## config.mk

```make
export PLATFORM = sky130hd
export DESIGN_NAME = mem_stage
export DESIGN_NICKNAME = d
export VERILOG_FILES = /design/src/rtl/mem_stage_pkg.sv /design/src/rtl/mem_lane_align.sv /design/src/rtl/mem_stage.sv
export SDC_FILE = /design/constraint.sdc
export NUM_CORES = 1
export LEC_CHECK = 0
export CORE_ASPECT_RATIO = 1.1
export CORE_MARGIN = 5
export CORE_UTILIZATION = 45
export DETAILED_ROUTE_END_ITERATION = 10
export PLACE_DENSITY = 0.88
export SYNTH_ARGS = -nofsm -noshare
export SYNTH_HDL_FRONTEND = slang
export SYNTH_HIERARCHICAL = 1
export SYNTH_SLANG_ARGS = --single-unit
```

## constraint.sdc

```tcl
create_clock -name clk -period 4.6 [get_ports clk]
set_input_delay 0.92 -clock clk [delete_from_list [all_inputs] [get_ports clk]]
set_output_delay 0.92 -clock clk [all_outputs]
set_load 0.1 [all_outputs]
```

## src/rtl/mem_stage_pkg.sv

```systemverilog
`default_nettype none
// ============================================================================
// Module      : mem_stage_pkg
// Description : Shared types and constants for the memory-access stage:
//               memory op codes, stage FSM states, bus size codes and
//               op classification helpers.
// Revision    : 1.0 - initial release
// ============================================================================
package mem_stage_pkg;

    localparam int GPR_NUM     = 5;
    localparam int SINGLE_WORD = 32;

    typedef enum logic [3:0] {
        MEMOP_NONE = 4'd0,
        MEMOP_LB   = 4'd1,
        MEMOP_LBU  = 4'd2,
        MEMOP_LH   = 4'd3,
        MEMOP_LHU  = 4'd4,
        MEMOP_LW   = 4'd5,
        MEMOP_SB   = 4'd6,
        MEMOP_SH   = 4'd7,
        MEMOP_SW   = 4'd8
    } memop_e;

    typedef enum logic [2:0] {
        ST_IDLE  = 3'd0,
        ST_REQ   = 3'd1,
        ST_WAIT  = 3'd2,
        ST_DONE  = 3'd3,
        ST_DRAIN = 3'd4
    } state_e;

    localparam logic [1:0] SIZE_BYTE = 2'd0;
    localparam logic [1:0] SIZE_HALF = 2'd1;
    localparam logic [1:0] SIZE_WORD = 2'd2;

    function automatic logic is_load(input logic [3:0] op);
        return (op == MEMOP_LB) || (op == MEMOP_LBU) || (op == MEMOP_LH) ||
               (op == MEMOP_LHU) || (op == MEMOP_LW);
    endfunction

    function automatic logic is_store(input logic [3:0] op);
        return (op == MEMOP_SB) || (op == MEMOP_SH) || (op == MEMOP_SW);
    endfunction

endpackage
`default_nettype wire

```

## src/rtl/mem_lane_align.sv

```systemverilog
`default_nettype none
// ============================================================================
// Module      : mem_lane_align
// Description : Purely combinational byte-lane steering for the data bus.
//               Store side: op + addr + store data -> size, wstrb, wdata.
//               Load side : op + addr + bus rdata  -> extended GPR value.
// Ports       : i_mem_op     memory op code
//               i_addr       low two address bits
//               i_store_data store source register
//               i_rdata      bus read data
//               o_size       bus size code
//               o_wstrb      byte enables
//               o_wdata      store data replicated across lanes
//               o_load_data  sign/zero-extended load result
// Revision    : 1.0 - initial release
// ============================================================================
module mem_lane_align
    import mem_stage_pkg::*;
(
    input  logic [3:0]             i_mem_op,
    input  logic [1:0]             i_addr,
    input  logic [SINGLE_WORD-1:0] i_store_data,
    input  logic [SINGLE_WORD-1:0] i_rdata,
    output logic [1:0]             o_size,
    output logic [3:0]             o_wstrb,
    output logic [SINGLE_WORD-1:0] o_wdata,
    output logic [SINGLE_WORD-1:0] o_load_data
);

    logic [7:0]  w_byte;
    logic [15:0] w_half;

    // Addressed byte / halfword picked out of the returned word.
    assign w_byte = i_rdata[{i_addr, 3'b000} +: 8];
    assign w_half = i_rdata[{i_addr[1], 4'b0000} +: 16];

    always_comb begin
        o_size      = SIZE_WORD;
        o_wstrb     = 4'b0000;
        o_wdata     = i_store_data;
        o_load_data = i_rdata;
        case (i_mem_op)
            MEMOP_LB: begin
                o_size      = SIZE_BYTE;
                o_load_data = {{24{w_byte[7]}}, w_byte};
            end
            MEMOP_LBU: begin
                o_size      = SIZE_BYTE;
                o_load_data = {24'd0, w_byte};
            end
            MEMOP_LH: begin
                o_size      = SIZE_HALF;
                o_load_data = {{16{w_half[15]}}, w_half};
            end
            MEMOP_LHU: begin
                o_size      = SIZE_HALF;
                o_load_data = {16'd0, w_half};
            end
            MEMOP_SB: begin
                o_size  = SIZE_BYTE;
                o_wstrb = 4'b0001 << i_addr;
                o_wdata = {4{i_store_data[7:0]}};
            end
            MEMOP_SH: begin
                o_size  = SIZE_HALF;
                o_wstrb = 4'b0011 << i_addr;
                o_wdata = {2{i_store_data[15:0]}};
            end
            MEMOP_SW: begin
                o_wstrb = 4'b1111;
            end
            default: ;
        endcase
    end

endmodule
`default_nettype wire

```

## src/rtl/mem_stage.sv

```systemverilog
`default_nettype none
// ============================================================================
// Module      : mem_stage
// Description : Memory-access pipeline stage. Holds one instruction, passes
//               ALU results through, runs one load/store at a time on the
//               SRAM-like data bus and hands results to write-back using the
//               valid/allowin interlock.
// Ports       : clk, rst (sync, active low)
//               REEXE_*      upstream instruction hand-over
//               WB_allowin   downstream acceptance
//               flush_i      kills the held instruction
//               MEM_*        hand-over, bypass and hazard outputs
//               data_*       data bus request / response
// Revision    : 1.0 - initial release
// ============================================================================
module mem_stage
    import mem_stage_pkg::*;
(
    input  logic                   clk,
    input  logic                   rst,
    input  logic                   REEXE_valid_w_i,
    input  logic [GPR_NUM-1:0]     REEXE_writeNum_i,
    input  logic [SINGLE_WORD-1:0] REEXE_VAddr_i,
    input  logic [SINGLE_WORD-1:0] REEXE_regData_i,
    input  logic [3:0]             REEXE_memOp_i,
    input  logic [SINGLE_WORD-1:0] REEXE_storeData_i,
    input  logic                   WB_allowin_w_i,
    input  logic                   flush_i,
    output logic                   MEM_allowin_w_o,
    output logic                   MEM_valid_w_o,
    output logic                   MEM_forwardMode_w_o,
    output logic [GPR_NUM-1:0]     MEM_writeNum_w_o,
    output logic [GPR_NUM-1:0]     MEM_writeNum_o,
    output logic [SINGLE_WORD-1:0] MEM_VAddr_o,
    output logic [SINGLE_WORD-1:0] MEM_regData_o,
    output logic                   data_req_o,
    output logic                   data_wr_o,
    output logic [1:0]             data_size_o,
    output logic [SINGLE_WORD-1:0] data_addr_o,
    output logic [3:0]             data_wstrb_o,
    output logic [SINGLE_WORD-1:0] data_wdata_o,
    input  logic                   data_addr_ok_i,
    input  logic                   data_data_ok_i,
    input  logic [SINGLE_WORD-1:0] data_rdata_i
);

    state_e                 r_state;
    state_e                 w_state_next;
    state_e                 w_capture_state;
    logic                   r_has_data;
    logic [GPR_NUM-1:0]     r_write_num;
    logic [SINGLE_WORD-1:0] r_vaddr;
    logic [SINGLE_WORD-1:0] r_reg_data;
    logic [3:0]             r_mem_op;
    logic [SINGLE_WORD-1:0] r_store_data;

    logic                   w_ready;
    logic                   w_allowin;
    logic                   w_capture;
    logic                   w_req;
    logic [1:0]             w_size;
    logic [3:0]             w_wstrb;
    logic [SINGLE_WORD-1:0] w_wdata;
    logic [SINGLE_WORD-1:0] w_load_data;

    mem_lane_align u_lane_align (
        .i_mem_op     (r_mem_op),
        .i_addr       (r_reg_data[1:0]),
        .i_store_data (r_store_data),
        .i_rdata      (data_rdata_i),
        .o_size       (w_size),
        .o_wstrb      (w_wstrb),
        .o_wdata      (w_wdata),
        .o_load_data  (w_load_data)
    );

    assign w_ready = (r_state == ST_DONE);
    // DRAIN holds no instruction but still owes a bus response, so it must
    // block upstream explicitly to keep a single access outstanding.
    assign w_allowin = (r_state != ST_DRAIN) &&
                       (!r_has_data || (w_ready && WB_allowin_w_i));
    // Flush wins over a same-cycle capture.
    assign w_capture = REEXE_valid_w_i && w_allowin && !flush_i;
    assign w_capture_state = (REEXE_memOp_i == MEMOP_NONE) ? ST_DONE : ST_REQ;
    assign w_req = (r_state == ST_REQ);

    always_comb begin
        w_state_next = r_state;
        case (r_state)
            ST_IDLE: begin
                if (w_capture) w_state_next = w_capture_state;
            end
            ST_REQ: begin
                if (flush_i)             w_state_next = data_addr_ok_i ? ST_DRAIN : ST_IDLE;
                else if (data_addr_ok_i) w_state_next = ST_WAIT;
            end
            ST_WAIT: begin
                if (data_data_ok_i) w_state_next = flush_i ? ST_IDLE : ST_DONE;
                else if (flush_i)   w_state_next = ST_DRAIN;
            end
            ST_DONE: begin
                if (flush_i)             w_state_next = ST_IDLE;
                else if (WB_allowin_w_i) w_state_next = w_capture ? w_capture_state : ST_IDLE;
            end
            ST_DRAIN: begin
                if (data_data_ok_i) w_state_next = ST_IDLE;
            end
            default: w_state_next = ST_IDLE;
        endcase
    end

    always_ff @(posedge clk) begin
        if (!rst) begin
            r_state      <= ST_IDLE;
            r_has_data   <= 1'b0;
            r_write_num  <= '0;
            r_vaddr      <= '0;
            r_reg_data   <= '0;
            r_mem_op     <= MEMOP_NONE;
            r_store_data <= '0;
        end else begin
            r_state <= w_state_next;
            if (flush_i) begin
                r_has_data   <= 1'b0;
                r_write_num  <= '0;
                r_vaddr      <= '0;
                r_reg_data   <= '0;
                r_mem_op     <= MEMOP_NONE;
                r_store_data <= '0;
            end else if (w_allowin) begin
                // Either take the new instruction or empty the slot.
                r_has_data   <= REEXE_valid_w_i;
                r_write_num  <= REEXE_valid_w_i ? REEXE_writeNum_i  : '0;
                r_vaddr      <= REEXE_valid_w_i ? REEXE_VAddr_i     : '0;
                r_reg_data   <= REEXE_valid_w_i ? REEXE_regData_i   : '0;
                r_mem_op     <= REEXE_valid_w_i ? REEXE_memOp_i     : MEMOP_NONE;
                r_store_data <= REEXE_valid_w_i ? REEXE_storeData_i : '0;
            end else if ((r_state == ST_WAIT) && data_data_ok_i && is_load(r_mem_op)) begin
                // The effective address is no longer needed once the load returns.
                r_reg_data <= w_load_data;
            end
        end
    end

    assign MEM_allowin_w_o     = w_allowin;
    assign MEM_valid_w_o       = r_has_data && w_ready && WB_allowin_w_i;
    assign MEM_forwardMode_w_o = r_has_data && w_ready;
    assign MEM_writeNum_w_o    = r_has_data ? r_write_num : '0;
    assign MEM_writeNum_o      = r_write_num;
    assign MEM_VAddr_o         = r_vaddr;
    assign MEM_regData_o       = r_reg_data;

    // Bus fields come from held registers, so they are stable while requesting.
    assign data_req_o   = w_req;
    assign data_wr_o    = w_req && is_store(r_mem_op);
    assign data_size_o  = w_req ? w_size     : 2'b00;
    assign data_addr_o  = w_req ? r_reg_data : '0;
    assign data_wstrb_o = w_req ? w_wstrb    : 4'b0000;
    assign data_wdata_o = w_req ? w_wdata    : '0;

endmodule
`default_nettype wire
```

==> run_results.csv, run 1 <==
group,metric,value,unit
detailed_routing,antenna_left,0,
clock_network,clk-insertion-delay-late,0.35,ns
final_layout,area_delta_synth_final,51.35,%
detailed_routing,drt_wl_total,22.01,mm
critical_path,critPathLaunchType,"register",
clock_network,cts_buffers,9,
min_path,worstHoldPathType,"register to register",
critical_path,cp_common_cell,"buf_4",
detailed_routing,route.detailed.wl_per_inst,18.68,µm
critical_path,crit_type,"register to primary output",
timing,slew_violations,0,
final_layout,nFillCells,1106,
final_layout,regArea,2182,µm²
clock_network,hold_buffers,0,
logic_synthesis,synth.top_cell.area_share,36.14,%
pwr,irDropWorstVdd,0.1841,mV
final_layout,layout_commonest_cell,"clkdlybuf4s50_1",
timing,slew_headroom,20.44,%
clock_network,clockBufferDepth,2,
global_routing,grt_use_total,26.51,%
global_routing,grt_pass1_vias,6285,
final_layout,post-route-util,69.46,%
timing,hold_viol_final,0,
logic_synthesis,syn_inst,784,
placement,place.gp.congestion,0.8979,
timing,max_clock_freq,270.3,MHz
clock_network,root_buffer,"clkbuf_16",
detailed_routing,first_pass_iters,5,
logic_synthesis,synth-seq-cells,109,
logic_synthesis,syn_area,6038,µm²
logic_synthesis,syn_avg_cell_area,7.702,µm²
global_routing,grt_max_degree,107,
logic_synthesis,async_flop_share,0,%
pwr,power.density,272.1,nW/µm²
logic_synthesis,ys_seq_area_share,36.14,%
global_routing,gr-total-overflow,0,
timing,period_share,80.43,%
timing,setup_viol,0,
final_layout,drive_gt1_share,11.32,%
critical_path,slowest_stage,"nor3b_4",
detailed_routing,dr_total_vias,6714,
critical_path,cp_data_arrival_time,2.78,ns
detailed_routing,drc,0,
placement,dpl.hpwl,15.62,mm
global_routing,antenna_found_initial,2,
outcome,status,"complete, no violations",
timing,skew,0.006836,ns
clock_network,cts.reportedPaths.clkPinSlew,0.08,ns
detailed_routing,drt_iter0_drc,497,
final_layout,final_cell_mix,"clkdlybuf4s50_1, nand2_1, a21oi_1",
critical_path,crit_chain,"nor3b_4 > buf_4 > and2_1 > buf_4",
logic_synthesis,synth_edf_count,0,
clock_network,cts_htree_levels,3,
floorplanning,dieWidth,120.4,µm
critical_path,worstPathRequired,3.68,ns
floorplanning,rows,44,
timing,period_needed,3.700,ns
placement,dp.cells,1161,
clock_network,clock_sinks,109,
critical_path,crit_path_end_kind,"primary output",
floorplanning,die_h,131.5,µm
critical_path,path_buf_inv,2,
placement,io_buffers,292,
critical_path,cp_slowest_stage_delay,0.84,ns
critical_path,crit_family,"simple AND/OR/NAND/NOR gates",
logic_synthesis,synth_top_cell_by_area,"dfxtp_1",
critical_path,critPathMaxFanout,44,
final_layout,multiInputGateArea,3426,µm²
pwr,p_leak,3.573,nW
logic_synthesis,ys_types,54,
floorplanning,coreArea,13160,µm²
logic_synthesis,syn-num-nets,928,
clock_network,cts_resized,0,
logic_synthesis,ys_top_cells_by_area,"dfxtp_1, a21oi_1, nand2_1",
timing,fin_setup_tns,0,ns
global_routing,grt_pass1_wl,34.43,mm
logic_synthesis,yosysWarnings,6,
final_layout,layout.cells.non_filler,1178,
clock_network,cts_tree,"yes",
flow_run,cap_violations,0,
logic_synthesis,synth_ff_type,"dfxtp_1",
floorplanning,initial_core_util,45.89,%
floorplanning,dieArea,15840,µm²
clock_network,post_cts_buffers,0,
detailed_routing,viasPerCell,5.699,
timing,rsz0062_at_grt,"false",
final_layout,nNetsFinal,1155,
floorplanning,pin_count,293,
timing,tightest_slew,1.193,ns
-- flip-flops by register name (all words and copies together), names as in the netlist --
name and flops:
MEM_VAddr_o 32, MEM_regData_o 32, MEM_writeNum_o 5, r_has_data 1, r_mem_op 4, r_state 3, r_store_data 32
-- synthesized netlist by cell type, types with 2 or more instances --
cell	number
nand2_1	153
buf_2	22
a221o_1	2
inv_1	4
clkbuf_1	44
o221ai_1	7
o221a_1	30
o221a_2	2
buf_1	3
o21ai_0	3
and2_1	80
a22oi_1	8
buf_6	7
buf_4	8
nor3b_1	3
a21o_1	17
o21a_1	3
nor3_1	5
a21oi_1	119
nor4_1	3
and4b_1	2
nand2b_1	4
nor4b_1	3
and3_1	2
nand3b_1	2
dfxtp_1	109
nor2_1	7
nand3_1	76
or2_1	2
mux2i_1	14
a211o_1	2
mux2_2	8
o21ai_1	7
o31ai_1	3
-- area by class of cell --
cell class,instances,share of cell area (%)
flip-flops and latches,109,23.88
inverters,5,0.2191
clock buffers,10,2.505
clock inverters,6,0.7667
repair buffers,300,32.91
diodes,1,0.02738
multi-input cells,586,37.49
well taps,161,2.204
-- metrics by stage --
step                      area [µm²]  setup slack, ns  hold WS, ns  power, W
after global placement          8837            1.140       0.4363  0.001692
after floorplan                 6038            1.004       0.4285  0.001457
after CTS                       9136           0.9071       0.4497  0.002499
after global routing            9139           0.7104       0.4651  0.002578
after detailed placement        8837            1.069       0.4411  0.001699
final                           9139           0.9004       0.4514  0.002487
-- per-layer routing --
metal  up-vias  GRT usage, %  routed length, µm
li1       3197             -                  -
met1      3150         32.19               8569
met2       316         44.36              10780
met3        49         7.051               1963
met4         2         10.71                678
met5         -             0                 16
-- power breakdown --
part | switching (W) | total, W | internal [W]
Clock | 0.000378 | 0.000806 | 0.000428
Sequential | 0.0000322 | 0.00101 | 0.000975
Combinational | 0.000432 | 0.000673 | 0.000241
-- final timing paths --
kind                    start                to  slack (ns)  cells after the start
max                r_state[0]  data_wdata_o[21]        0.90                      4
min          r_store_data[16]  r_store_data[16]        0.45                      2
max reg2reg        r_state[0]   MEM_VAddr_o[27]        1.89                      6
min reg2reg  r_store_data[16]  r_store_data[16]        0.45                      2
-- worst register-to-register path, cell delays in order, from the launching register on --
cell      delay [ns]
dfxtp_1         0.59
nand3_1         0.13
a211o_2         0.37
clkinv_2        0.35
buf_4           0.74
nand3_1         0.24
a21oi_1         0.19
-- logic make-up (layout without fill, tap and decap cells) --
kind of cell,count (synthesis),in the layout,share of synthesized area [%]
multiplexers,24,24,4.372
XOR/XNOR,1,1,0.1451
other,0,1,0
AND/OR/NAND/NOR,350,350,28.60
flip-flops,109,109,36.14
AO/OA/AOI/OAI,211,211,23.39
buffers and inverters,89,321,7.356
Note: power is estimated with default switching activity, not from simulation.
==> run 2, diff against run 1 <==
- CORE_UTILIZATION: 45 -> 41
- PLACE_DENSITY: 0.88 -> 0.81
- clock period: 4.6 -> 3.64 ns (I/O delays scaled with it)
==> run 2 against run 1 <==
Die area grew 9.0%. Clock skew rose by 0.0016 ns. Clock power up 21%. Register-to-register slack got worse by 0.63 ns. Via count fell by 0.49%. Worst hold slack better by 0.0023 ns. Highest routed layer unchanged. Non-clock buffer count grew 9. Combinational power rose by 29%.
==> run_results.csv, run 2 (synthesized netlist as in run 1, its figures left out) <==
group,metric,value,unit
timing,fin_setup_tns,0,ns
critical_path,worstPathRequired,2.91,ns
critical_path,path_buf_inv,1,
critical_path,cp_common_cell,"nand2_1",
critical_path,crit_type,"register to primary output",
clock_network,clk-insertion-delay-late,0.36,ns
critical_path,crit_family,"simple AND/OR/NAND/NOR gates",
min_path,hold_depth,2,
placement,io_buffers,292,
outcome,status,"complete, no violations",
floorplanning,dieWidth,125.7,µm
floorplanning,dieArea,17260,µm²
min_path,min_to,"r_store_data[22]",
critical_path,cp_slowest_stage_delay,0.65,ns
min_path,hold_path_startpoint,"r_store_data[22]",
critical_path,r2r_slack,1.26,ns
floorplanning,die_h,137.3,µm
critical_path,cp_data_arrival_time,2.58,ns
timing,setup_viol,0,
critical_path,slowest_stage,"nor2_1",
pwr,p_comb_share,27.9,%
critical_path,reg2regPathDepth,6,
timing,hold_ws,0.4537,ns
clock_network,clock_sinks,109,
pwr,power.density,331.6,nW/µm²
clock_network,cts_tree,"yes",
timing,slew_headroom,32.46,%
pwr,irDropWorstVdd,0.1887,mV
detailed_routing,drt_iter0_drc,593,
final_layout,nNetsFinal,1164,
clock_network,cts_resized,0,
flow_run,cap_violations,0,
global_routing,grt_pass1_wl,33.89,mm
final_layout,drive_gt1_share,12.98,%
placement,place.gp.congestion,0.8995,
clock_network,cts.reportedPaths.clkPinSlew,0.08,ns
clock_network,hold_buffers,0,
global_routing,grt_max_degree,78,
clock_network,cts_htree_levels,3,
floorplanning,initial_core_util,41.80,%
global_routing,antenna_found_initial,1,
final_layout,n_antenna_cell,0,
timing,hold_viol_final,0,
critical_path,reg2reg_to,"MEM_regData_o[9]",
detailed_routing,route.detailed.wl_per_inst,18.55,µm
timing,tightest_slew,1.010,ns
timing,slew_violations,0,
pwr,net-switching-power,0.001086,W
final_layout,area_delta_synth_final,55.72,%
global_routing,gr-total-overflow,0,
global_routing,grt_use_total,24.74,%
global_routing,grt_pass1_vias,6065,
critical_path,crit_path_end_kind,"primary output",
pwr,switching_share,34.84,%
pwr,p_clk_share,31.3,%
detailed_routing,drt_wl_total,22.58,mm
timing,period_needed,3.308,ns
pwr,p_int,0.002032,W
detailed_routing,antenna_left,0,
pwr,p_leak,3.676,nW
floorplanning,pin_count,293,
timing,period_share,90.87,%
final_layout,final_cell_mix,"clkdlybuf4s50_1, nand2_1, a21oi_1",
timing,rsz0062_at_grt,"false",
final_layout,layout_commonest_cell,"clkdlybuf4s50_1",
floorplanning,rows,46,
critical_path,crit_chain,"nand3b_1 > nor2_1 > nand2_1 > nand2_1 > and2_1 > buf_12",
detailed_routing,dr_total_vias,6681,
min_path,worstHoldPathType,"register to register",
clock_network,post_cts_buffers,0,
clock_network,cts_buffers,9,
detailed_routing,first_pass_iters,5,
floorplanning,coreArea,14450,µm²
detailed_routing,drc,0,
critical_path,timing.rr.start,"r_has_data",
pwr,seqPwrFrac,40.8,%
timing,max_clock_freq,302.3,MHz
clock_network,clockBufferDepth,2,
placement,dpl.hpwl,16.55,mm
detailed_routing,viasPerCell,5.490,
clock_network,root_buffer,"clkbuf_16",
timing,skew,0.008404,ns
critical_path,critPathMaxFanout,13,
critical_path,critPathLaunchType,"register",
[run 2: area by class of cell]
type	instances	area, µm²
timing repair buffer	309	3243
clock buffer	9	225.2
multi-input combinational	586	3426
inverter	5	20.02
sequential	109	2182
fill	1273	5044
clock inverter	7	66.31
tap	192	240.2
[run 2: tightest hold or removal path, cell delays in order, from the launching register on]
cell,delay (ns)
dfxtp_1,0.31
nand2_1,0.05
a21oi_1,0.05
[run 2: metrics by stage]
step / std cells / setup slack [ns] / instance area (µm²) / utilization (%) / total power [W]
finish: 1217 / 0.3322 / 9403 / 65.09 / 0.003118
global route: 1217 / 0.07740 / 9403 / 65.09 / 0.003232
CTS: 1217 / 0.2678 / 9403 / 65.09 / 0.003144
detailed placement: 1201 / 0.5386 / 9111 / 63.07 / 0.002168
global placement: 1201 / 0.5663 / 9111 / 63.07 / 0.002161
floorplan: 784 / 0.2359 / 6038 / - / 0.001841
[run 2: worst max-delay path by stage]
stage / from / endpoint / slack, ns / cells after the start
finish: r_mem_op[2] / data_wdata_o[25] / 0.33 / 6
global route: r_mem_op[2] / data_wdata_o[26] / 0.08 / 6
CTS: r_mem_op[2] / data_wdata_o[25] / 0.27 / 6
detailed placement: data_rdata_i[31] / MEM_regData_o[29] / 0.54 / 6
global placement: data_rdata_i[23] / MEM_regData_o[31] / 0.57 / 6
floorplan: MEM_regData_o[1] / data_wstrb_o[2] / 0.24 / 5
[run 2: power groups by stage]
stage	Clock, W	Sequential, W	Combinational, W
after detailed placement	0	0.00130	0.000868
after CTS	0.00100	0.00127	0.000871
after global placement	0	0.00130	0.000863
after floorplan	0	0.00148	0.000361
final	0.000977	0.00127	0.000869
after global routing	0.00104	0.00128	0.000912
[run 2: layer usage]
metal	vias up	global-route usage [%]	wire length [µm]
li1	3225	-	-
met1	3077	28.93	8606
met2	330	42.60	10960
met3	47	6.941	2197
met4	2	10.72	793
met5	-	0	20
